[config.mk]
export PLATFORM = sky130hd
export DESIGN_NAME = hazard_ctrl_flat
export DESIGN_NICKNAME = d
export VERILOG_FILES = /design/src/rtl/core_pkg.sv /design/src/rtl/hazard_ctrl_if.sv /design/src/rtl/hazard_ctrl_sat_counter.sv /design/src/rtl/hazard_ctrl.sv /design/src/flat_wrapper.sv
export SDC_FILE = /design/constraint.sdc
export NUM_CORES = 1
export LEC_CHECK = 0
export ABC_AREA = 1
export CORE_MARGIN = 10
export CORE_UTILIZATION = 30
export CTS_CLUSTER_SIZE = 28
export DETAILED_ROUTE_END_ITERATION = 12
export GPL_ROUTABILITY_DRIVEN = 0
export HOLD_SLACK_MARGIN = 0.05
export PLACE_DENSITY_LB_ADDON = 0.1
export SKIP_CTS_REPAIR_TIMING = 1
export SLEW_MARGIN = 20
export SYNTH_ARGS = -nofsm -noshare
export SYNTH_HDL_FRONTEND = slang
export SYNTH_SLANG_ARGS = --single-unit
[constraint.sdc]
create_clock -name clk -period 4.3 [get_ports clk]
set_input_delay 0.86 -clock clk [delete_from_list [all_inputs] [get_ports clk]]
set_output_delay 0.86 -clock clk [all_outputs]
set_load 0.02 [all_outputs]
[src/rtl/core_pkg.sv]
// Shared constants for the 5-stage core: forwarding select encodings,
// the PC register index and the register-address width.
package core_pkg;

    localparam int RA_W = 4;

    localparam logic [1:0] FWD_RF = 2'b00;
    localparam logic [1:0] FWD_W  = 2'b01;
    localparam logic [1:0] FWD_M  = 2'b10;

    localparam logic [RA_W-1:0] PC_REG = 4'd15;

    // M beats W; R15 reads always come from the PC path, never a bypass.
    function automatic logic [1:0] fwd_sel(
        input logic [RA_W-1:0] ra,
        input logic            reg_write_m,
        input logic [RA_W-1:0] wa3_m,
        input logic            reg_write_w,
        input logic [RA_W-1:0] wa3_w
    );
        logic [1:0] sel;
        sel = FWD_RF;
        if (ra == PC_REG) begin
            sel = FWD_RF;
        end else if (reg_write_m && (ra == wa3_m)) begin
            sel = FWD_M;
        end else if (reg_write_w && (ra == wa3_w)) begin
            sel = FWD_W;
        end else begin
            sel = FWD_RF;
        end
        return sel;
    endfunction

endpackage

[src/rtl/hazard_ctrl_if.sv]
// Hazard-unit signal bundle between the datapath (master) and the
// hazard controller (slave).
interface hazard_ctrl_if
    import core_pkg::*;
#(
    parameter int CNT_W = 16
);
    logic [RA_W-1:0]  RA1D;
    logic [RA_W-1:0]  RA2D;
    logic [RA_W-1:0]  RA1E;
    logic [RA_W-1:0]  RA2E;
    logic [RA_W-1:0]  WA3E;
    logic             RegWriteE;
    logic             MemtoRegE;
    logic             PCSrcD;
    logic             PCSrcE;
    logic             BranchTakenE;
    logic [1:0]       ForwardAE;
    logic [1:0]       ForwardBE;
    logic             StallF;
    logic             StallD;
    logic             FlushD;
    logic             FlushE;
    logic [CNT_W-1:0] StallCnt;
    logic [CNT_W-1:0] FlushCnt;

    modport master (
        output RA1D, RA2D, RA1E, RA2E, WA3E, RegWriteE, MemtoRegE,
               PCSrcD, PCSrcE, BranchTakenE,
        input  ForwardAE, ForwardBE, StallF, StallD, FlushD, FlushE,
               StallCnt, FlushCnt
    );

    modport slave (
        input  RA1D, RA2D, RA1E, RA2E, WA3E, RegWriteE, MemtoRegE,
               PCSrcD, PCSrcE, BranchTakenE,
        output ForwardAE, ForwardBE, StallF, StallD, FlushD, FlushE,
               StallCnt, FlushCnt
    );
endinterface

[src/rtl/hazard_ctrl_sat_counter.sv]
// Saturating up-counter with synchronous clear; holds at all-ones.
module sat_counter #(
    parameter int W = 16
) (
    input  logic         clk,
    input  logic         clear,
    input  logic         inc,
    output logic [W-1:0] count
);

    // Count up on inc, stop at the maximum value instead of wrapping.
    always_ff @(posedge clk) begin
        if (clear) begin
            count <= {W{1'b0}};
        end else if (inc && (count != {W{1'b1}})) begin
            count <= count + {{(W-1){1'b0}}, 1'b1};
        end else begin
            count <= count;
        end
    end

endmodule

[src/rtl/hazard_ctrl.sv]
// Pipeline hazard controller: shadows M/W write-back state, produces the
// ALU bypass selects and F/D/E stall/flush controls, and counts events.
module hazard_ctrl
    import core_pkg::*;
#(
    parameter int CNT_W = 16
) (
    input  logic         clk,
    input  logic         reset,
    hazard_ctrl_if.slave hz
);

    logic            reg_write_m_r;
    logic [RA_W-1:0] wa3_m_r;
    logic            pc_src_m_r;
    logic            reg_write_w_r;
    logic [RA_W-1:0] wa3_w_r;
    logic            pc_src_w_r;

    logic [1:0] fwd_a_s;
    logic [1:0] fwd_b_s;
    logic       ldr_stall_s;
    logic       pc_wr_pend_s;
    logic       stall_f_s;
    logic       stall_d_s;
    logic       flush_d_s;
    logic       flush_e_s;
    logic       flush_any_s;

    // Shadow M and W stage state; E inputs are already condition-gated.
    always_ff @(posedge clk) begin
        if (reset) begin
            reg_write_m_r <= 1'b0;
            wa3_m_r       <= {RA_W{1'b0}};
            pc_src_m_r    <= 1'b0;
            reg_write_w_r <= 1'b0;
            wa3_w_r       <= {RA_W{1'b0}};
            pc_src_w_r    <= 1'b0;
        end else begin
            reg_write_m_r <= hz.RegWriteE;
            wa3_m_r       <= hz.WA3E;
            pc_src_m_r    <= hz.PCSrcE;
            reg_write_w_r <= reg_write_m_r;
            wa3_w_r       <= wa3_m_r;
            pc_src_w_r    <= pc_src_m_r;
        end
    end

    // Bypass selects and stall/flush controls, all zero while in reset.
    always_comb begin
        fwd_a_s      = FWD_RF;
        fwd_b_s      = FWD_RF;
        ldr_stall_s  = 1'b0;
        pc_wr_pend_s = 1'b0;
        stall_f_s    = 1'b0;
        stall_d_s    = 1'b0;
        flush_d_s    = 1'b0;
        flush_e_s    = 1'b0;
        if (reset) begin
            fwd_a_s   = FWD_RF;
            fwd_b_s   = FWD_RF;
            stall_f_s = 1'b0;
        end else begin
            fwd_a_s = fwd_sel(hz.RA1E, reg_write_m_r, wa3_m_r, reg_write_w_r, wa3_w_r);
            fwd_b_s = fwd_sel(hz.RA2E, reg_write_m_r, wa3_m_r, reg_write_w_r, wa3_w_r);
            ldr_stall_s  = hz.MemtoRegE & hz.RegWriteE &
                           ((hz.RA1D == hz.WA3E) | (hz.RA2D == hz.WA3E));
            pc_wr_pend_s = hz.PCSrcD | hz.PCSrcE | pc_src_m_r;
            stall_f_s    = ldr_stall_s | pc_wr_pend_s;
            stall_d_s    = ldr_stall_s;
            // StallD and FlushD may coincide; the F/D register lets flush win.
            flush_d_s    = pc_wr_pend_s | pc_src_w_r | hz.BranchTakenE;
            flush_e_s    = ldr_stall_s | hz.BranchTakenE;
        end
    end

    assign flush_any_s  = flush_d_s | flush_e_s;
    assign hz.ForwardAE = fwd_a_s;
    assign hz.ForwardBE = fwd_b_s;
    assign hz.StallF    = stall_f_s;
    assign hz.StallD    = stall_d_s;
    assign hz.FlushD    = flush_d_s;
    assign hz.FlushE    = flush_e_s;

    sat_counter #(.W(CNT_W)) u_stall_cnt (
        .clk   (clk),
        .clear (reset),
        .inc   (stall_f_s),
        .count (hz.StallCnt)
    );

    sat_counter #(.W(CNT_W)) u_flush_cnt (
        .clk   (clk),
        .clear (reset),
        .inc   (flush_any_s),
        .count (hz.FlushCnt)
    );

endmodule

[src/flat_wrapper.sv]
// flat-port wrapper written by rule: the top's interface ports become plain ports
module hazard_ctrl_flat import core_pkg::*;
#(
    parameter int CNT_W = 16
)
  (clk, reset, hz_RA1D, hz_RA2D, hz_RA1E, hz_RA2E, hz_WA3E, hz_RegWriteE, hz_MemtoRegE, hz_PCSrcD, hz_PCSrcE, hz_BranchTakenE, hz_ForwardAE, hz_ForwardBE, hz_StallF, hz_StallD, hz_FlushD, hz_FlushE, hz_StallCnt, hz_FlushCnt);
  hazard_ctrl_if #(.CNT_W(CNT_W)) hz_i ();
  input  logic clk;
  input  logic reset;
  input wire logic [$bits(hz_i.RA1D)-1:0] hz_RA1D;
  input wire logic [$bits(hz_i.RA2D)-1:0] hz_RA2D;
  input wire logic [$bits(hz_i.RA1E)-1:0] hz_RA1E;
  input wire logic [$bits(hz_i.RA2E)-1:0] hz_RA2E;
  input wire logic [$bits(hz_i.WA3E)-1:0] hz_WA3E;
  input wire logic [$bits(hz_i.RegWriteE)-1:0] hz_RegWriteE;
  input wire logic [$bits(hz_i.MemtoRegE)-1:0] hz_MemtoRegE;
  input wire logic [$bits(hz_i.PCSrcD)-1:0] hz_PCSrcD;
  input wire logic [$bits(hz_i.PCSrcE)-1:0] hz_PCSrcE;
  input wire logic [$bits(hz_i.BranchTakenE)-1:0] hz_BranchTakenE;
  output wire logic [$bits(hz_i.ForwardAE)-1:0] hz_ForwardAE;
  output wire logic [$bits(hz_i.ForwardBE)-1:0] hz_ForwardBE;
  output wire logic [$bits(hz_i.StallF)-1:0] hz_StallF;
  output wire logic [$bits(hz_i.StallD)-1:0] hz_StallD;
  output wire logic [$bits(hz_i.FlushD)-1:0] hz_FlushD;
  output wire logic [$bits(hz_i.FlushE)-1:0] hz_FlushE;
  output wire logic [$bits(hz_i.StallCnt)-1:0] hz_StallCnt;
  output wire logic [$bits(hz_i.FlushCnt)-1:0] hz_FlushCnt;
  assign hz_i.RA1D = hz_RA1D;
  assign hz_i.RA2D = hz_RA2D;
  assign hz_i.RA1E = hz_RA1E;
  assign hz_i.RA2E = hz_RA2E;
  assign hz_i.WA3E = hz_WA3E;
  assign hz_i.RegWriteE = hz_RegWriteE;
  assign hz_i.MemtoRegE = hz_MemtoRegE;
  assign hz_i.PCSrcD = hz_PCSrcD;
  assign hz_i.PCSrcE = hz_PCSrcE;
  assign hz_i.BranchTakenE = hz_BranchTakenE;
  assign hz_ForwardAE = hz_i.ForwardAE;
  assign hz_ForwardBE = hz_i.ForwardBE;
  assign hz_StallF = hz_i.StallF;
  assign hz_StallD = hz_i.StallD;
  assign hz_FlushD = hz_i.FlushD;
  assign hz_FlushE = hz_i.FlushE;
  assign hz_StallCnt = hz_i.StallCnt;
  assign hz_FlushCnt = hz_i.FlushCnt;
  hazard_ctrl #(.CNT_W(CNT_W)) u_core (.clk(clk), .reset(reset), .hz(hz_i));
endmodule
==> results.md, run 1 <==
* Tcrit/Tclk final at 84.1%
* Share of power burned in combinational logic at 14.1%
* Setup TNS at 0 ps
* P_sw at 226 uW
* Synth top area share at 32.9%
* Root buf cell: clkbuf_8
* Die area at 13,100 sq um
* Vias per cell at 4.75
* Port-buffer cells at 66
* GRT busiest layer: met2
* Max Freq at 277 MHz
* Crit path buf inv count at 3
* Wire per inst at 12.9 um
* Top cell by count, worst path: clkdlybuf4s50_1
* Seq/Total Area, Yosys at 32.9%
* Net Count, Synth at 429
* Initial DRC count at 98
* Layout cells sized above 1 at 6.47%
* Ant. Diodes at 0
* Post-synthesis xor/xnor area fraction at 8.18%
* Vias in the first global route at 2,686
* FP Rows at 34
* Max-Cap Viols at 0
* Die Span Y at 114 um
* GRT Util Overall at 11.2%
* Hold Fails Final Rpt at 0
* Leak pwr at 1.44 nW
* Simple-Gate Fraction of Synth Area at 38.2%
* Synth warnings at 0
* Internal at 679 uW
* Compound-cell area share of the yosys netlist at 9.54%
* Placed cell area at 3410 sq um
* Worst-path fanout max at 12
* Post-DP HPWL at 5640 um
* Maximum VDD drop at 0.131 mV
* Top Ports at 67
* Slew HR at 69.2%
* # DRC at 0
* DR pass1 iterations at 4
* Total gr overflow at 0
* Clock share of power at 38.8%
* GR Util met3 at 3.51%
* Met1 track demand over resource at 12.8%
* Post-synthesis adder-cell area fraction at 0.935%
* Final ANT Viol Nets at 0
* Critical path's slowest cell: clkdlybuf4s50_1
* Top cell family by delay on the critical path: buffers and inverters
* CTS Buf Count at 5
* Yosys top cell by area: dfxtp_1
* Initial Utilization at 30.7%
* CP Class: input port to primary output
* CP peak stage delay at 620 ps
* Finished Cell Area at 3540 sq um
* RSZ-0062 raised after global routing: false
* Switching share of power at 25.0%
* Final Critical Period at 3610 ps
* H-tree Lvls at 2
* CP Data Required Time at 3440 ps
* Mapped Cells at 400
* Final Max Tran Viols at 0
* Post-synthesis cell type count at 36
* Worst-path cell chain: clkdlybuf4s50_1 > inv_1 > nand2_1 > a21oi_1 > nand4_1 > nor2b_1 > clkdlybuf4s50_1
* #FFs+latches synth at 44
* CTS Buffer Depth at 2
* Core area at 8720 sq um
* CTS tree: yes
* Critical path arrival at 2750 ps
* Final setup fails at 0
* Number of antenna violations at the first check in global routing at 0
* Slew at the pin with the worst max-slew slack at 462 ps
* Pwr Density at 256 nW/um^2
* GR Util met2 at 19.2%
* First-pass GRT wire length at 12,300 um
* NumNets Final at 492
* Clock-pin slew on the worst setup and hold paths at 80 ps
* Setup crit end kind: primary output
* Worst skew pair latency at 300 ps
* Top cells by area, synth: dfxtp_1 (33%), nand2_1 (13%), nand3_1 (7.9%), nor2_1 (6.9%), inv_1 (6.6%)
* Drt total wl at 7380 um
* Outcome: finished, final reports clean
* Largest net degree at the start of global routing at 40
* HP Class: register to register
* Avg Synthesized Cell Area at 6.69 sq um
* Flop pwr share at 47.1%
* Area grow syn2layout at 32.1%
* Combinational family with the most area after synthesis: simple AND/OR/NAND/NOR gates
* DIE WIDTH at 114 um
* Clock sink count at 44
* CP startpoint kind: input port
* Post-Syn Area at 2680 sq um
* Routed via count at 2,717
* Layout Skew at 9.85 ps
* Post-synthesis mux area share at 0%
-- worst paths after layout --
check             cells after the start                   startpoint  slack [ps]                     endpoint
setup / recovery                      7                        reset         690              hz_ForwardBE[0]
setup reg to reg                      8  u_core.u_flush_cnt.count[0]        2250  u_core.u_flush_cnt.count[1]
hold / removal                        2            u_core.pc_src_m_r         430            u_core.pc_src_w_r
hold reg to reg                       2            u_core.pc_src_m_r         430            u_core.pc_src_w_r
-- power by group through the flow --
stage,clock (mW),sequential [mW],combinational (mW)
final,0.351,0.426,0.127
after CTS,0.361,0.427,0.129
after global placement,0,0.436,0.128
after detailed placement,0,0.436,0.129
after global routing,0.376,0.428,0.142
after floorplan,0,0.439,0.0693
-- synth_stat cells (all sizes together) --
master / n
nand2: 103
nor2: 51
inv: 50
dfxtp: 44
nand3: 44
a21oi: 32
xor2: 16
buf: 9
nand4: 9
xnor2: 9
nor3: 8
clkbuf: 4
o22ai: 4
a211oi: 3
a221oi: 2
and3: 2
ha: 2
nor4: 2
o21ai: 2
nand3b: 1
nor2b: 1
o2111ai: 1
o31ai: 1
-- metal layers --
metal / share of wire (%) / up-vias / wire [um]
met1: 45 / 1237 / 3360
met2: 47 / 58 / 3470
met5: 0 / - / 0
li1: - / 1415 / -
met3: 6.2 / 7 / 460
met4: 1.3 / 0 / 99
-- placed cells by master (no fill, tap or decap), types with 3 or more instances in the layout --
cell and n:
nand3_1 42, nand2_2 5, nand2_1 96, clkbuf_8 7
inv_2 3, dfxtp_1 44, xnor2_1 9, clkdlybuf4s50_1 66
nor2_1 49, o22ai_1 4, a21oi_1 31, buf_4 3
nand4_1 8, xor2_1 16, nor3_1 5, a211oi_1 3
inv_1 47
-- layout make-up --
cell class	count	area, sq um
fill	911	5180
sequential	44	881
clock buffer	7	96.3
timing repair buffer	69	683
inverter	50	188
multi-input combinational	293	1520
clock inverter	1	30.0
tap	108	135
-- state kept, by name, indices dropped and copies added (netlist names) --
| signal | count |
|---|---|
| u_core.wa3_w_r | 4 |
| u_core.pc_src_m_r | 1 |
| u_core.reg_write_m_r | 1 |
| u_core.reg_write_w_r | 1 |
| u_core.u_stall_cnt.count | 16 |
| u_core.u_flush_cnt.count | 16 |
| u_core.pc_src_w_r | 1 |
| u_core.wa3_m_r | 4 |
-- worst register-to-register path, delay by kind of cell, from the launching register on --
family	cells	cell delay [ps]
simple gates	6	1210
flops	1	420
fa+ha+maj	1	240
buf+inv	1	100
-- logic make-up after synthesis --
logic type	Yosys count
AOI/OAI and AO/OA	45
adders and majority gates	2
and+or+nand+nor	221
buffers and inverters	63
xor gates and xnor gates	25
DFF	44
-- stage by stage --
stage	power (mW)	setup slack, ps	utilization [%]	hold slack [ps]	std cells
floorplan	0.508	1630	-	410	400
global placement	0.564	718	39.1	416	564
detailed placement	0.565	692	39.1	422	564
CTS	0.916	688	40.5	433	572
global route	0.946	551	40.5	468	572
finish	0.905	686	40.5	429	572
No activity file was read; power rests on OpenSTA's default activity.
==> inputs of run 2 (changes only) <==
==> constraint.sdc (replaced) <==
create_clock -name clk -period 3.37 [get_ports clk]
set_input_delay 0.674 -clock clk [delete_from_list [all_inputs] [get_ports clk]]
set_output_delay 0.674 -clock clk [all_outputs]
set_load 0.02 [all_outputs]
==> results.md, run 2 (same netlist as run 1, synthesis figures left out) <==
* Vias per cell at 4.67
* Wire per inst at 13.1 um
* CTS tree: yes
* Final ANT Viol Nets at 0
* Worst-path cell chain: clkdlybuf4s50_1 > inv_1 > nand2_1 > nand2_1 > nor4_1 > and3_1 > clkdlybuf4s50_1
* Die area at 13,100 sq um
* Crit path from: hz_RA1E[1]
* Total Power at 1.05 mW
* Final Critical Period at 3140 ps
* WHS at 430 ps
* Vias in the first global route at 2,648
* DR pass1 iterations at 4
* Top Ports at 67
* CP peak stage delay at 600 ps
* Setup crit end kind: primary output
* CP Class: input port to primary output
* Routed via count at 2,677
* Max Freq at 319 MHz
* HP Class: register to register
* CP startpoint kind: input port
* Tcrit/Tclk final at 93.1%
* Max-Cap Viols at 0
* Largest net degree at the start of global routing at 39
* Layout Skew at 3.86 ps
* Setup TNS at 0 ps
* Slew at the pin with the worst max-slew slack at 455 ps
* Final setup fails at 0
* Worst-path fanout max at 4
* Core Util, Final at 40.2%
* NumNets Final at 493
* Pre-CTS WS at 2.28 ps
* Total gr overflow at 0
* Placed cell area at 3420 sq um
* Crit. path cell count at 7
* Non-Filler Instances at 573
* Pwr Density at 300 nW/um^2
* CTS Buffer Depth at 2
* Initial Utilization at 30.7%
* FP Rows at 34
* Slew HR at 69.6%
* Clock sink count at 44
* Clock-pin slew on the worst setup and hold paths at 80 ps
* Area grow syn2layout at 31.1%
* RSZ-0062 raised after global routing: false
* Root buf cell: clkbuf_8
* CP Data Required Time at 2700 ps
* Finished Cell Area at 3510 sq um
* Die Span Y at 114 um
* Maximum VDD drop at 0.133 mV
* Worst Setup EP: hz_ForwardAE[0]
* Number of antenna violations at the first check in global routing at 0
* First-pass GRT wire length at 12,600 um
* Initial DRC count at 83
* FF-to-FF path depth at 8
* Port-buffer cells at 66
* Layout cells sized above 1 at 6.24%
* Top flop regs: u_core.u_flush_cnt.count (16), u_core.u_stall_cnt.count (16)
* Outcome: finished, final reports clean
* Drt total wl at 7500 um
* # DRC at 0
* GRT Util Overall at 11.6%
* RR Endpoint: u_core.u_flush_cnt.count[1]
* Top cell family by delay on the critical path: buffers and inverters
* Flop2flop setup slack at 1290 ps
* Worst setup margin at 232 ps
* Ant. Diodes at 0
* DIE WIDTH at 114 um
* Most frequent cells in the layout: nand2_1 (96), clkdlybuf4s50_1 (65), nor2_1 (49)
* Crit path buf inv count at 3
* Final Max Tran Viols at 0
* Post-DP HPWL at 5780 um
* Commonest non-fill, non-tap cell in the layout: nand2_1
* Leak pwr at 1.44 nW
* Core area at 8720 sq um
* H-tree Lvls at 2
* CTS Buf Count at 5
* Dpl cells at 565
* Critical path arrival at 2460 ps
* Worst skew pair latency at 290 ps
* Hold Fails Final Rpt at 0
* Critical path's slowest cell: clkdlybuf4s50_1
* R2r startpoint: u_core.u_flush_cnt.count[0]
run 2: cell types whose count changed in the layout (fill, tap and decap cells not counted), sizes merged:
cell	change
buf	+1
bufinv	-1
clkbuf	+1
clkdlybuf4s50	-1
dlymetal6s2s	+1
run 2: power by group:
group	internal [mW]	switching, mW
logic	0.0730	0.0896
clock network	0.168	0.179
registers	0.532	0.0121
run 2: layout make-up:
type	count	area (sq um)
sequential	44	881
inverter	50	188
timing repair buffer	70	693
tap	108	135
fill	912	5210
multi-input combinational	293	1520
clock buffer	8	90.1
run 2: layer usage:
| metal | wire (um) | track usage, % | part of all wire, % |
|---|---|---|---|
| met1 | 3330 | 13.3 | 44 |
| met2 | 3550 | 19.6 | 47 |
| met3 | 533 | 4.40 | 7.1 |
| met4 | 85 | 3.26 | 1.1 |
| met5 | 0 | 0 | 0 |
run 2: worst register-to-register path: cells and delay by family (launching register included):
kind,cells,cell delay (ps)
buffers and inverters,1,100
adders and majority gates,1,230
and+or+nand+nor,6,1240
DFF,1,420
run 2: worst min path at each step:
stage | startpoint | end | cells after the start
floorplan | u_core.pc_src_m_r | u_core.pc_src_w_r | 2
global placement | u_core.pc_src_m_r | u_core.pc_src_w_r | 2
detailed placement | u_core.pc_src_m_r | u_core.pc_src_w_r | 2
CTS | u_core.pc_src_m_r | u_core.pc_src_w_r | 2
global route | u_core.pc_src_m_r | u_core.pc_src_w_r | 2
finish | u_core.pc_src_m_r | u_core.pc_src_w_r | 2
